## config.mk

```make
export PLATFORM = sky130hd
export DESIGN_NAME = vga_frame_reader
export DESIGN_NICKNAME = d
export VERILOG_FILES = /design/src/rtl/vga_frame_reader.sv
export SDC_FILE = /design/constraint.sdc
export NUM_CORES = 1
export LEC_CHECK = 0
export ABC_AREA = 0
export BUFFER_PORTS_ARGS = -buffer_cell sky130_fd_sc_hd__buf_4
export CAP_MARGIN = 10
export CORE_ASPECT_RATIO = 1.2
export CORE_MARGIN = 3
export CORE_UTILIZATION = 39
export DETAILED_ROUTE_END_ITERATION = 16
export GPL_ROUTABILITY_DRIVEN = 1
export PLACE_DENSITY_LB_ADDON = 0.3
export SLEW_MARGIN = 20
export SYNTH_ARGS = -nofsm -noshare
export SYNTH_HDL_FRONTEND = slang
export SYNTH_SLANG_ARGS = --single-unit
```

## constraint.sdc

```tcl
create_clock -name clk -period 6.1 [get_ports clk]
set_input_delay 1.22 -clock clk [delete_from_list [all_inputs] [get_ports clk]]
set_output_delay 1.22 -clock clk [all_outputs]
set_load 0.005 [all_outputs]
```

## src/rtl/vga_frame_reader.sv

```systemverilog
// Display-side reader for the stored frame buffer: generates VGA timing, scans the
// buffer incrementally with replication, and drives the DAC pins one pixel behind the counters.
module vga_frame_reader #(
  parameter int          IMG_W  = 100,
  parameter int          IMG_H  = 100,
  parameter int          SCALE  = 4,
  parameter int          X0     = 120,
  parameter int          Y0     = 40,
  parameter logic [7:0]  BG     = 8'h00,
  parameter int          H_VIS  = 640,
  parameter int          H_FP   = 16,
  parameter int          H_SYNC = 96,
  parameter int          H_BP   = 48,
  parameter int          V_VIS  = 480,
  parameter int          V_FP   = 10,
  parameter int          V_SYNC = 2,
  parameter int          V_BP   = 33
) (
  input  logic        clk,
  input  logic        rst,
  output logic [15:0] rd_addr,
  input  logic [7:0]  rd_data,
  output logic        vga_clk,
  output logic        hsync,
  output logic        vsync,
  output logic        blank_n,
  output logic [7:0]  r,
  output logic [7:0]  g,
  output logic [7:0]  b,
  output logic        frame_start
);

  localparam logic [9:0]  HLAST    = 10'(H_VIS + H_FP + H_SYNC + H_BP - 1);
  localparam logic [9:0]  VLAST    = 10'(V_VIS + V_FP + V_SYNC + V_BP - 1);
  localparam logic [9:0]  HVIS     = 10'(H_VIS);
  localparam logic [9:0]  VVIS     = 10'(V_VIS);
  localparam logic [9:0]  HS_BEG   = 10'(H_VIS + H_FP);
  localparam logic [9:0]  HS_END   = 10'(H_VIS + H_FP + H_SYNC);
  localparam logic [9:0]  VS_BEG   = 10'(V_VIS + V_FP);
  localparam logic [9:0]  VS_END   = 10'(V_VIS + V_FP + V_SYNC);
  localparam logic [9:0]  X_BEG    = 10'(X0);
  localparam logic [9:0]  X_END    = 10'(X0 + IMG_W * SCALE);
  localparam logic [9:0]  X_LAST   = 10'(X0 + IMG_W * SCALE - 1);
  localparam logic [9:0]  Y_BEG    = 10'(Y0);
  localparam logic [9:0]  Y_END    = 10'(Y0 + IMG_H * SCALE);
  localparam logic [9:0]  Y_LAST   = 10'(Y0 + IMG_H * SCALE - 1);
  localparam logic [2:0]  S_LAST   = 3'(SCALE - 1);
  localparam logic [15:0] ROW_STEP = 16'(IMG_W);

  function automatic logic [23:0] rgb332(input logic [7:0] d);
    return {d[7:5], d[7:5], d[7:6], d[4:2], d[4:2], d[4:3], {4{d[1:0]}}};
  endfunction

  logic        pix_en_q, pix_en_d, vga_clk_q, vga_clk_d;
  logic [9:0]  hc_q, hc_d, vc_q, vc_d;
  logic [15:0] addr_q, addr_d, base_q, base_d;
  logic [2:0]  sx_q, sx_d, sy_q, sy_d;
  logic [7:0]  r_q, r_d, g_q, g_d, b_q, b_d;
  logic        hsync_q, hsync_d, vsync_q, vsync_d, blank_q, blank_d, fs_q, fs_d;
  logic        in_img, visible, h_wrap, f_wrap;
  logic [23:0] pix;

  assign in_img  = (hc_q >= X_BEG) && (hc_q < X_END) && (vc_q >= Y_BEG) && (vc_q < Y_END);
  assign visible = (hc_q < HVIS) && (vc_q < VVIS);
  assign h_wrap  = (hc_q == HLAST);
  assign f_wrap  = h_wrap && (vc_q == VLAST);

  always_comb begin
    pix_en_d  = ~pix_en_q;
    vga_clk_d = pix_en_q;
    hc_d      = hc_q;
    vc_d      = vc_q;
    addr_d    = addr_q;
    base_d    = base_q;
    sx_d      = sx_q;
    sy_d      = sy_q;
    r_d       = r_q;
    g_d       = g_q;
    b_d       = b_q;
    hsync_d   = hsync_q;
    vsync_d   = vsync_q;
    blank_d   = blank_q;
    fs_d      = 1'b0;
    pix       = 24'h0;
    if (pix_en_q) begin
      // Pins show the position held before this tick; its read data has just arrived.
      if (in_img)
        pix = rgb332(rd_data);
      else if (visible)
        pix = rgb332(BG);
      {r_d, g_d, b_d} = pix;
      hsync_d = !((hc_q >= HS_BEG) && (hc_q < HS_END));
      vsync_d = !((vc_q >= VS_BEG) && (vc_q < VS_END));
      blank_d = visible;
      fs_d    = f_wrap;

      hc_d = h_wrap ? 10'd0 : hc_q + 10'd1;
      if (h_wrap)
        vc_d = (vc_q == VLAST) ? 10'd0 : vc_q + 10'd1;

      if (f_wrap) begin
        addr_d = 16'd0;
        base_d = 16'd0;
        sx_d   = 3'd0;
        sy_d   = 3'd0;
      end else if (in_img) begin
        if (sx_q == S_LAST) begin
          sx_d = 3'd0;
          // Line end is handled on the last image column so addr never passes the buffer.
          if (hc_q == X_LAST) begin
            if (sy_q == S_LAST) begin
              sy_d = 3'd0;
              if (vc_q != Y_LAST) begin
                base_d = base_q + ROW_STEP;
                addr_d = base_q + ROW_STEP;
              end else begin
                addr_d = base_q;
              end
            end else begin
              sy_d   = sy_q + 3'd1;
              addr_d = base_q;
            end
          end else begin
            addr_d = addr_q + 16'd1;
          end
        end else begin
          sx_d = sx_q + 3'd1;
        end
      end
    end
  end

  always_ff @(posedge clk) begin
    if (rst) begin
      pix_en_q  <= 1'b0;
      vga_clk_q <= 1'b0;
      hc_q      <= 10'd0;
      vc_q      <= 10'd0;
      addr_q    <= 16'd0;
      base_q    <= 16'd0;
      sx_q      <= 3'd0;
      sy_q      <= 3'd0;
      r_q       <= 8'd0;
      g_q       <= 8'd0;
      b_q       <= 8'd0;
      hsync_q   <= 1'b1;
      vsync_q   <= 1'b1;
      blank_q   <= 1'b0;
      fs_q      <= 1'b0;
    end else begin
      pix_en_q  <= pix_en_d;
      vga_clk_q <= vga_clk_d;
      hc_q      <= hc_d;
      vc_q      <= vc_d;
      addr_q    <= addr_d;
      base_q    <= base_d;
      sx_q      <= sx_d;
      sy_q      <= sy_d;
      r_q       <= r_d;
      g_q       <= g_d;
      b_q       <= b_d;
      hsync_q   <= hsync_d;
      vsync_q   <= vsync_d;
      blank_q   <= blank_d;
      fs_q      <= fs_d;
    end
  end

  assign rd_addr     = addr_q;
  assign vga_clk     = vga_clk_q;
  assign hsync       = hsync_q;
  assign vsync       = vsync_q;
  assign blank_n     = blank_q;
  assign r           = r_q;
  assign g           = g_q;
  assign b           = b_q;
  assign frame_start = fs_q;

endmodule

```

=== Word level (Yosys, flattened, before mapping) ===
Index checks and enable logic that the tools add are counted.

* Add/subtract/negate cells: 6
* $lt $le $gt $ge: 10
* Equality and inequality tests: 6
* Multiplexer cells: 21
* Bitwise gates (word level): 1
* Reductions and logical operators: 17

{| class="wikitable"
|+ Operator list
! kind !! number
|-
| $mux W16 || 10
|-
| $eq A10 B10 Y1 const B || 3
|-
| $lt A10 B10 Y1 const B || 3
|-
| $lt A10 B9 Y1 const B || 3
|-
| $mux W24 || 1
|-
| $mux W3 || 8
|-
| $add A10 B1 Y10 const B || 2
|-
| $mux W10 || 2
|-
| $add A16 B1 Y16 const B || 1
|-
| $add A16 B7 Y16 const B || 1
|-
| $ge A10 B10 Y1 const B || 1
|-
| $ge A10 B6 Y1 const B || 1
|-
| $ge A10 B7 Y1 const B || 1
|-
| $ge A10 B9 Y1 const B || 1
|-
| $ne A10 B9 Y1 const B || 1
|-
| $logic_and A1 B1 Y1 || 7
|-
| $add A3 B1 Y3 const B || 2
|-
| $eq A3 B2 Y1 const B || 2
|-
| $reduce_bool A2 Y1 || 3
|-
| $reduce_and A2 Y1 || 2
|-
| $reduce_and A4 Y1 || 1
|-
| $reduce_and A3 Y1 || 1
|-
| $logic_not A1 Y1 || 2
|-
| $reduce_or A2 Y1 || 1
|-
| $not A1 Y1 || 1
|}

* Register bits after elaboration: 88
* Input port bits: 10
* Output and inout port bits: 45
* Word-level logic and storage cells: 76

=== Depth between registers and ports, before layout ===
* Depth in word-level cells: 7
* Gate-level depth with buffers: 10
* Depth with buffers taken out: 8

=== Worst setup path after synthesis ===
No wires, ideal clock.

* Path type: input to register
* Start point: input rst
* End point: register addr_q[13], in the netlist rd_addr[13]
* Setup time: 0.131 ns
* Data arrival time: 2.159 ns
* Data required time: 5.969 ns
* Slack: 3.809 ns
* Stages on the path: 6
* Buffers on the path: 2
* Path through: clkbuf_1 > nand2b_1 > inv_1 > nand2_1 > clkbuf_1 > o21ai_0

{| class="wikitable"
|+ RTL lines
! what !! RTL line !! text
|-
| from (decl) || 20 || <nowiki>input logic rst,</nowiki>
|-
| to (signal assigned) || 155 || <nowiki>addr_q <= addr_d;</nowiki>
|-
| to (decl) || 56 || <nowiki>logic [15:0] addr_q, addr_d, base_q, base_d;</nowiki>
|}

=== Final worst setup path ===
* Start point: register pix_en_q
* End point: register addr_q[10], in the netlist rd_addr[10]

* Word-level cells in the longest chain between the ends: 1

{| class="wikitable"
|+ Ends and longest elaborated chain
! what !! RTL line !! text
|-
| from (decl) || 54 || <nowiki>logic pix_en_q, pix_en_d, vga_clk_q, vga_clk_d;</nowiki>
|-
| from (signal assigned) || 151 || <nowiki>pix_en_q <= pix_en_d;</nowiki>
|-
| $reduce_and A3 Y1 (no source line) || -- ||
|}

Every way passes these cells.
A chain may end at the register's enable or synchronous reset.

==> flow_metrics.tcl <==
set metrics [dict create \
    synthTopCellsByArea "dfxtp_1 (35%), a21oi_1 (4.9%), nand2_1 (4.9%)" \
    drc_errors 0 \
    p_leak_nw 1.77 \
    setup_tns_ps 0 \
    rows 40 \
    r2r-start "pix_en_q" \
    synth_area_sq_mm 0.00405 \
    synth.top_cell.area_share 0.346 \
    dp_hpwl_mm 7.52 \
    drv_cap 0 \
    internal_power_mw 0.836 \
    worstMarginPinSlew_ps 800 \
    critPathMaxStageDelay_ps 830 \
    antenna_left 0 \
    whs_ps 431 \
    min_path_type "reg2reg" \
    critPathMaxFanout 20 \
    swShare 0.209 \
    grt_usage 0.183 \
    worstPathArrival_ps 3390 \
    first_pass_iters 5 \
    fillers 966 \
    finalSetupViolCount 0 \
    syn_nets 526 \
    path_cells "inv_1, nor4_4, a21o_1, o32ai_1, a31o_2, o2bb2ai_1" \
    holdPathEnd "sx_q[2]" \
    sequentialPowerShare 0.439 \
    ys_ff_latch 70 \
    antenna_cells 0 \
    first_global_vias 3575 \
    clock-root-buffer "clkbuf_16" \
    avgSynthCellArea_sq_um 7.98 \
    fin_cells 660 \
    synth_edf_count 0 \
    core_sq_mm 0.0101 \
    post-route-util 0.468 \
    critPathLaunchType "flip-flop" \
    area.growth.synth_to_final_pct 16.1 \
    ys_async_sr_fraction 0 \
    ir_drop_uv 114 \
    nNetsFinal 547 \
    holdBufCountCts 0 \
    ctsHtreeMaxLevel 3 \
    rrSetupSlack_ps 2920 \
    period_share 0.521 \
    fmax_ghz 0.315 \
    rsz0062_at_grt "false" \
    yosysWarnings 0 \
    cts_buffers 9 \
    syn_inst 508 \
    crit_path_top_delay_cell "nor4_4" \
    cts.sinks 70 \
    dr_total_vias 3747 \
    clk_pin_slew_ps 60 \
    power.switching_mw 0.221 \
    die_area_sq_mm 0.0117 \
    run_status "complete, no violations" \
    gp_congestion 0.834 \
    report.final.hold_viol_count 0 \
    start_util 0.403 \
    clock_latency_ps 340 \
    grt_max_degree 48 \
    seq_area_frac_synth 0.346 \
    finalWirelength_mm 10.6 \
    fp.dieH_microns 118 \
    skew_ps 12.8 \
    period_minus_slack_ps 3180 \
    port_buffers 54 \
    p_clk_frac 0.539 \
    drive_gt1_frac 0.172 \
    p_comb_frac 0.023 \
    path_class "reg2reg" \
    p_total_mw 1.06 \
    endpoint_kind "flip-flop" \
    yosysUniqueCellTypes 66 \
    post_cts_buffers 0 \
    synth.largest_area_cell "dfxtp_1" \
    post-place-cells 644 \
    r2r_end "rd_addr[10]" \
    hp-start "sx_q[2]" \
    slew_violations 0 \
    reg2reg_depth 6 \
    vias_per_cell 5.68 \
    clock_path_buffers 2 \
    io_pins 55 \
    relSlewSlack 0.463 \
    antenna_found_initial 0 \
    required_ps 6310 \
    die_w_microns 99.1 \
    ctsResizeCount 0 \
    ys.flop_type "dfxtp_1" \
    drtIter0Drc 236 \
    grt-ovfl-total 0 \
    tritoncts "yes" \
    grt_pass1_wl_mm 17.5 \
    worstSetupStartpoint "pix_en_q" \
    power.density_mw_per_mm2 225 \
    detail_route.wl_per_cell_microns 16.1 \
    min_path_cells 2 \
]
cell families after synthesis:
family / after synthesis / share of synthesized area
AOI/OAI and AO/OA: 118 / 0.195
xor gates and xnor gates: 30 / 0.0648
adders and majority gates: 8 / 0.0247
buffers and inverters: 57 / 0.0744
DFF: 70 / 0.346
muxes: 2 / 0.00494
and+or+nand+nor: 223 / 0.291
layout make-up:
class                      count  area, sq um  area share
tap                          126          158      0.0335
clock buffer                  10          239      0.0508
clock inverter                 6         85.1      0.0181
inverter                      10         37.5     0.00798
multi-input combinational    381         2350       0.501
sequential                    70         1400       0.298
timing repair buffer          57          428      0.0910
metal layers:
metal / vias up / part of all wire / global-route usage / wire length (microns)
li1: 1866 / - / - / -
met1: 1751 / 0.43 / 0.218 / 4560
met2: 112 / 0.50 / 0.310 / 5250
met3: 18 / 0.049 / 0.0421 / 514
met4: 0 / 0.026 / 0.0820 / 271
met5: - / 0 / 0 / 0
per-stage QoR:
stage	instance area [sq um]	setup WS [ps]
3_3_place_gp	4380	3020
3_5_place_dp	4380	2920
4_1_cts	4700	2940
5_1_grt	4700	2710
6_report	4700	2920
2_1_floorplan	4050	3810
power groups by stage:
stage               logic [mW]  clock network, mW  registers, mW
global route            0.0268              0.597          0.464
finish                  0.0239              0.570          0.464
floorplan               0.0175                  0          0.471
CTS                     0.0240              0.579          0.464
detailed placement      0.0240                  0          0.474
global placement        0.0236                  0          0.474
synth_stat cells, types with 10 or more instances:
cell type and count:
clkbuf_1 20, nand4_1 13, xnor2_1 14, nor3_1 27, nand2_1 53, buf_4 17
dfxtp_1 70, nand3_1 30, o21ai_0 21, a21oi_1 40, a31oi_1 10, nor2_1 37
inv_1 10, xor2_1 16
cells in the final DEF (no fill, tap or decap), drive strengths merged, types with 3 or more instances in the layout:
master,count
nor2,38
dfxtp,70
nand3,30
or3,8
a31o,3
a22o,8
buf,57
clkbuf,10
o2bb2ai,8
nand2b,5
ha,8
o211ai,3
xnor2,14
o21ai,22
nand2,53
nor4,9
nor2b,4
inv,10
and2,8
xor2,16
and3,6
or4,4
a21oi,41
nor3,28
nand4,13
a31oi,10
and4,5
critical path: cells and delay by family, from the launching register on:
| family | cells | cell delay (ps) |
|---|---|---|
| AOI/OAI and AO/OA | 4 | 1000 |
| and+or+nand+nor | 1 | 830 |
| DFF | 1 | 790 |
| buffers and inverters | 1 | 430 |
how the worst max path moves through the flow:
stage,end,slack [ps]
after floorplan,rd_addr[13],3810
after global placement,rd_addr[10],3020
after detailed placement,rd_addr[10],2920
after CTS,rd_addr[10],2940
after global routing,rd_addr[10],2710
final,rd_addr[10],2920
registers in the layout, summed over array words and instances (netlist names), 2 cells and up:
name and flops:
rd_addr 16, r 3, hc_q 10, g 3, vc_q 10, base_q 14, b 2, sx_q 3
sy_q 3
Power figures use the tool's default switching activity.
